==> src/rtl/pipe_hazard_ctrl_pkg.sv <==
// Shared encodings for the 4-stage pipeline hazard controller:
// RV32 opcodes, register names, instruction field helpers and FSM states.
package pipe_hazard_ctrl_pkg;

  localparam logic [6:0] OPC_LOAD   = 7'b0000011;
  localparam logic [6:0] OPC_BRANCH = 7'b1100011;

  localparam logic [4:0] REG_X0 = 5'd0;

  typedef enum logic [1:0] {
    ST_RUN      = 2'd0,
    ST_FLUSH    = 2'd1,
    ST_MEM_WAIT = 2'd2
  } pipe_state_e;

  function automatic logic [6:0] opcode_of(input logic [31:0] inst);
    return inst[6:0];
  endfunction

  function automatic logic [4:0] rd_of(input logic [31:0] inst);
    return inst[11:7];
  endfunction

  function automatic logic [4:0] rs1_of(input logic [31:0] inst);
    return inst[19:15];
  endfunction

  function automatic logic [4:0] rs2_of(input logic [31:0] inst);
    return inst[24:20];
  endfunction

endpackage

==> src/rtl/pipe_hazard_ctrl_load_branch_hazard.sv <==
// Combinational detect of a load in M feeding a branch comparator in X.
// Kept standalone so the forwarding selectors can reuse the same decode.
module load_branch_hazard
  import pipe_hazard_ctrl_pkg::*;
(
  input  logic [31:0] inst_x_i,
  input  logic [31:0] inst_m_i,
  output logic        lb_haz_o
);

  logic       m_is_load;
  logic       x_is_branch;
  logic [4:0] m_rd;
  logic       rd_match;

  assign m_is_load   = (opcode_of(inst_m_i) == OPC_LOAD);
  assign x_is_branch = (opcode_of(inst_x_i) == OPC_BRANCH);
  assign m_rd        = rd_of(inst_m_i);
  assign rd_match    = (m_rd == rs1_of(inst_x_i)) || (m_rd == rs2_of(inst_x_i));

  // Loads to x0 never write anything, so they cannot create a dependency.
  assign lb_haz_o = m_is_load && (m_rd != REG_X0) && x_is_branch && rd_match;

endmodule

==> src/rtl/pipe_hazard_ctrl.sv <==
// Stall/flush sequencer for the IF/X/M/W pipeline: load-to-branch stall,
// two-cycle mispredict flush, data-memory freeze, perf counters, timeout flag.
module pipe_hazard_ctrl
  import pipe_hazard_ctrl_pkg::*;
#(
  parameter int CNT_W       = 32,
  parameter int MEM_TIMEOUT = 255
) (
  input  logic             clk,
  input  logic             rst_n,
  input  logic [31:0]      inst_X,
  input  logic [31:0]      inst_M,
  input  logic             br_mispredict_X,
  input  logic             dmem_req_M,
  input  logic             dmem_ready,
  output logic             stall_F,
  output logic             stall_X,
  output logic             bubble_M,
  output logic             freeze_all,
  output logic             flush_F,
  output logic             redirect,
  output logic [CNT_W-1:0] stall_cnt,
  output logic [CNT_W-1:0] flush_cnt,
  output logic             mem_err
);

  localparam int WAIT_W = $clog2(MEM_TIMEOUT + 1);
  localparam logic [WAIT_W-1:0] WAIT_MAX  = WAIT_W'(MEM_TIMEOUT);
  localparam logic [WAIT_W-1:0] WAIT_LAST = WAIT_W'(MEM_TIMEOUT - 1);

  pipe_state_e       state_q, state_d;
  pipe_state_e       ret_q, ret_d;
  pipe_state_e       eff_state;
  logic [WAIT_W-1:0] wait_cnt_q, wait_cnt_d;
  logic              mem_err_q, mem_err_d;
  logic [CNT_W-1:0]  stall_cnt_q, flush_cnt_q;
  logic              lb_haz;
  logic              frozen;

  load_branch_hazard u_lb_haz (
    .inst_x_i (inst_X),
    .inst_m_i (inst_M),
    .lb_haz_o (lb_haz)
  );

  assign frozen = dmem_req_M & ~dmem_ready;

  // Leaving MEM_WAIT, the release cycle behaves as the state we were frozen in.
  assign eff_state = (state_q == ST_MEM_WAIT) ? ret_q : state_q;

  always_ff @(posedge clk or negedge rst_n) begin
    if (!rst_n) begin
      state_q    <= ST_RUN;
      ret_q      <= ST_RUN;
      wait_cnt_q <= '0;
      mem_err_q  <= 1'b0;
    end else begin
      state_q    <= state_d;
      ret_q      <= ret_d;
      wait_cnt_q <= wait_cnt_d;
      mem_err_q  <= mem_err_d;
    end
  end

  always_comb begin
    state_d    = state_q;
    ret_d      = ret_q;
    wait_cnt_d = '0;
    mem_err_d  = mem_err_q;
    if (frozen) begin
      state_d = ST_MEM_WAIT;
      if (state_q != ST_MEM_WAIT) begin
        ret_d = state_q;
      end
      wait_cnt_d = (wait_cnt_q == WAIT_MAX) ? wait_cnt_q : wait_cnt_q + WAIT_W'(1);
      if (wait_cnt_q >= WAIT_LAST) begin
        mem_err_d = 1'b1;
      end
    end else begin
      unique case (eff_state)
        ST_RUN:   state_d = (!lb_haz && br_mispredict_X) ? ST_FLUSH : ST_RUN;
        ST_FLUSH: state_d = ST_RUN;
        default:  state_d = ST_RUN;
      endcase
    end
  end

  // In FLUSH, X holds a squashed NOP so hazard and mispredict inputs are ignored.
  always_comb begin
    stall_F    = 1'b0;
    stall_X    = 1'b0;
    bubble_M   = 1'b0;
    freeze_all = 1'b0;
    flush_F    = 1'b0;
    redirect   = 1'b0;
    if (rst_n) begin
      if (frozen) begin
        freeze_all = 1'b1;
      end else begin
        unique case (eff_state)
          ST_RUN: begin
            if (lb_haz) begin
              stall_F  = 1'b1;
              stall_X  = 1'b1;
              bubble_M = 1'b1;
            end else if (br_mispredict_X) begin
              redirect = 1'b1;
              flush_F  = 1'b1;
            end
          end
          ST_FLUSH: flush_F = 1'b1;
          default: ;
        endcase
      end
    end
  end

  always_ff @(posedge clk or negedge rst_n) begin
    if (!rst_n) begin
      stall_cnt_q <= '0;
      flush_cnt_q <= '0;
    end else begin
      if ((stall_F || freeze_all) && (stall_cnt_q != '1)) begin
        stall_cnt_q <= stall_cnt_q + CNT_W'(1);
      end
      if (flush_F && (flush_cnt_q != '1)) begin
        flush_cnt_q <= flush_cnt_q + CNT_W'(1);
      end
    end
  end

  assign stall_cnt = stall_cnt_q;
  assign flush_cnt = flush_cnt_q;
  assign mem_err   = mem_err_q;

endmodule

==> config.mk <==
export PLATFORM = sky130hd
export DESIGN_NAME = pipe_hazard_ctrl
export DESIGN_NICKNAME = d
export VERILOG_FILES = /design/src/rtl/pipe_hazard_ctrl_pkg.sv /design/src/rtl/pipe_hazard_ctrl_load_branch_hazard.sv /design/src/rtl/pipe_hazard_ctrl.sv
export SDC_FILE = /design/constraint.sdc
export NUM_CORES = 1
export LEC_CHECK = 0
export CORE_MARGIN = 2
export CORE_UTILIZATION = 45
export DETAILED_ROUTE_END_ITERATION = 8
export HOLD_SLACK_MARGIN = 0.06
export PLACE_DENSITY = 0.76
export SETUP_SLACK_MARGIN = 0.3
export SYNTH_ARGS = -nofsm -noshare
export SYNTH_HDL_FRONTEND = slang
export SYNTH_SLANG_ARGS = --single-unit
==> constraint.sdc <==
create_clock -name clk -period 3.7 [get_ports clk]
set_input_delay 0.74 -clock clk [delete_from_list [all_inputs] [get_ports clk]]
set_output_delay 0.74 -clock clk [all_outputs]
set_load 0.02 [all_outputs]
==> results.md <==
- Status: completed
- Worst Hold Class: register to register
- Worst-Margin Slew: 0.945 ns
- Core area: just under 0.009 sq mm
- Post-synth EDFFs: 0
- Top cell type's share of synthesized area: 0.475
- Achievable Freq: ~300 MHz
- Area leader, netlist: dfrtp_1
- Crit path launch type: input port
- Number of vias per cell: around 5.6
- Post-synth top cells: dfrtp_1, xor2_1, nand3_1, nor2_1, xnor2_1
- Hold buffers post-CTS: 0
- Power Density: slightly above 400 mW/mm^2
- Post-DP HPWL: 7050 um
- Final Setup Violations: 0
- Synthesized instance count: 396
- Gpl congestion: slightly below 0.8
- 1st-pass router iterations: 4
- Residual DRC: 0
- Total track usage: 0.205
- Top_reg_cell synth: dfrtp_1
- Diode count: 0
- Crit Path Max Fanout: 3
- Remaining antenna violation count: 0
- Grt total ovfl: 0
- Dpl ws: about 0.029 ns
- CTS buffer count: 9
- Yosys warns: 0
- Starting density of the core: 0.465
- Initial antenna violation count: 0
- WHS Path Cells: 1
- CTS resizes: 5
- Part of the cycle the worst path needs: 0.902
- Post-CTS setup buffer count: 0
- Drt wl/cell: approximately 16 um
- First-pass GRT wire length: between 15000 and 20000 um
- Synth top area cells: dfrtp_1, xor2_1, xnor2_1, nand3_1, nand4_1
- Clock period minus worst slack: between 3 and 4 ns
- Clk_skew: between 0.015 and 0.02 ns
- Largest net degree at the start of global routing: 78
- RSZ-0062 raised after global routing: yes
- Clock buffer depth: 2
- Synthesized Nets: 469
- Synth Cell Area: 0.00406 sq mm
- MaxCap Viol Count: 0
- Syn_area_per_cell: a little over 10 sq um
- Final WL: a little under 10000 um
- Final WS setup: approximately 0.36 ns
- Post-synth ARST share: 1.00
- Clk root buf: clkbuf_8
- Synthesis-stage register bit count: slightly below 80
- # IOs: 140
- H-tree depth: 3
- CP Class: input port to output port
- Die width: between 90 and 100 um
- Fill cell count: about 720
- Critical Path AT: between 2 and 3 ns
- Hold endpoint: stall_cnt[8]$_DFFE_PN0P_
- Reg2reg start: stall_cnt[9]$_DFFE_PN0P_
- Clock Latency Late Sink: 0.35 ns
- R2r endpoint: stall_cnt[26]$_DFFE_PN0P_
- Fin nets: roughly 590
- Cell leakage power: around 0.0024 uW
- TNS Setup: 0 ns
- Post-synthesis to final-layout area growth: 35.2%
- Most frequent cell after synthesis: dfrtp_1
- CTS clk-pin slew, worst paths: about 0.09 ns
- # clock sinks: between 70 and 80
- Via count of the routed design: roughly 3500
- Vias in the first global route: approximately 3500
- CP Capture Type: output port
- Unique masters post-synth: 56
- Sequential element share of the synthesized area: 0.475
- Iter 0 DRT Violations: 150
- Slew Viols, Final: 0
- Worst R2R Path Depth: 5
- CTS tree: done
- Share of layout cells above drive strength 1: 0.0985
- VDD IR-drop max: 0.250 mV
- Final Hold Fails: 0
- Total Die Area: 0.00980 sq mm
- Critical hold path startpoint: stall_cnt[8]$_DFFE_PN0P_
- Worst Path Required: slightly below 3 ns
- Chip height: about 99 um
- Worst reg2reg setup slack: approximately 1.3 ns
- Slew Limit Headroom: 0.370
- Port-buffer cells: 104
- Row count: 34
-- cells by family after synthesis --
family                   after synthesis  share of synthesized area
flip-flops                            77                      0.475
XOR/XNOR                              72                      0.155
buffers and inverters                 16                     0.0213
multiplexers                           6                     0.0166
adder cells (fa/ha/maj)                4                     0.0123
AND/OR/NAND/NOR                      200                      0.281
AO/OA/AOI/OAI                         21                     0.0391
-- routing by layer --
layer  GRT usage  part of all wire  up-vias
met2       0.338              0.49      111
li1            -                 -     1652
met4      0.0558            0.0091        0
met3      0.0617             0.071       10
met1       0.262              0.43     1725
met5           0                 0        -
-- where the power goes --
part / switching [uW] / leakage (uW) / internal, uW
Sequential: 92.5 / 0.00103 / 911
Combinational: 209 / 0.00122 / 220
Clock: 308 / 0.000121 / 467
-- worst max-delay path: stages --
cell and delay (ns):
clkdlybuf4s50_1 0.44, or4_1 0.55, nor2_2 0.14, nor3_1 0.09, and2_4 0.16, nor2b_1 0.15
clkdlybuf4s15_1 0.32
-- cells in the final DEF, fill, tap and decap left out, types with 3 or more instances in the layout --
master           synthesis  final
clkdlybuf4s50_1          0     98
dfrtp_1                 77     77
xor2_1                  41     41
xnor2_1                 31     31
nand3_1                 31     31
nor2_1                  31     31
nand2_1                 30     30
nand4_1                 24     24
nor3_1                  18     18
buf_4                    3     14
nor4_1                  12     12
and3_1                  10     10
clkbuf_8                 0     10
nor4b_1                  6      6
inv_1                    5      5
mux2_2                   5      5
nor3b_1                  4      4
a21oi_1                  4      4
ha_1                     4      4
or4_1                    3      3
and2_1                   3      3
o21ai_0                  3      3
bufinv_16                0      3
clkbuf_2                 0      3
-- registers in the layout, summed over array words and instances, names as in the netlist --
| signal | count |
|---|---|
| flush_cnt | 32 |
| mem_err | 1 |
| ret_q | 2 |
| stall_cnt | 32 |
| state_q | 2 |
| wait_cnt_q | 8 |
-- layout make-up --
| type | count | area, sq um | area share |
|---|---|---|---|
| Sequential cell | 77 | 1930 | 0.351 |
| Timing Repair Buffer | 117 | 1120 | 0.204 |
| Clock buffer | 12 | 145 | 0.0265 |
| Tap cell | 108 | 135 | 0.0246 |
| Multi-Input combinational cell | 303 | 2050 | 0.373 |
| Inverter | 5 | 18.8 | 0.00342 |
| Clock inverter | 4 | 95.1 | 0.0173 |
-- worst max path at each step --
stage                     slack [ns]  startpoint       to
after CTS                       0.31   inst_M[8]  flush_F
after detailed placement        0.03   inst_M[8]  flush_F
final                           0.36   inst_M[8]  flush_F
after floorplan                 0.89   inst_M[8]  flush_F
after global placement          0.05   inst_M[8]  flush_F
after global routing            0.26   inst_M[8]  flush_F
-- stage by stage --
| step | instance area (sq um) | power, uW | utilization | cells | hold WS [ns] |
|---|---|---|---|---|---|
| detailed placement | 5260 | 1450 | 0.603 | 610 | 0.486 |
| floorplan | 4060 | 1210 | - | 396 | 0.444 |
| global placement | 5260 | 1440 | 0.603 | 610 | 0.467 |
| global route | 5490 | 2300 | 0.629 | 626 | 0.523 |
| CTS | 5500 | 2220 | 0.630 | 626 | 0.497 |
| finish | 5490 | 2210 | 0.629 | 626 | 0.496 |
Note: power is estimated with default switching activity, not from simulation.
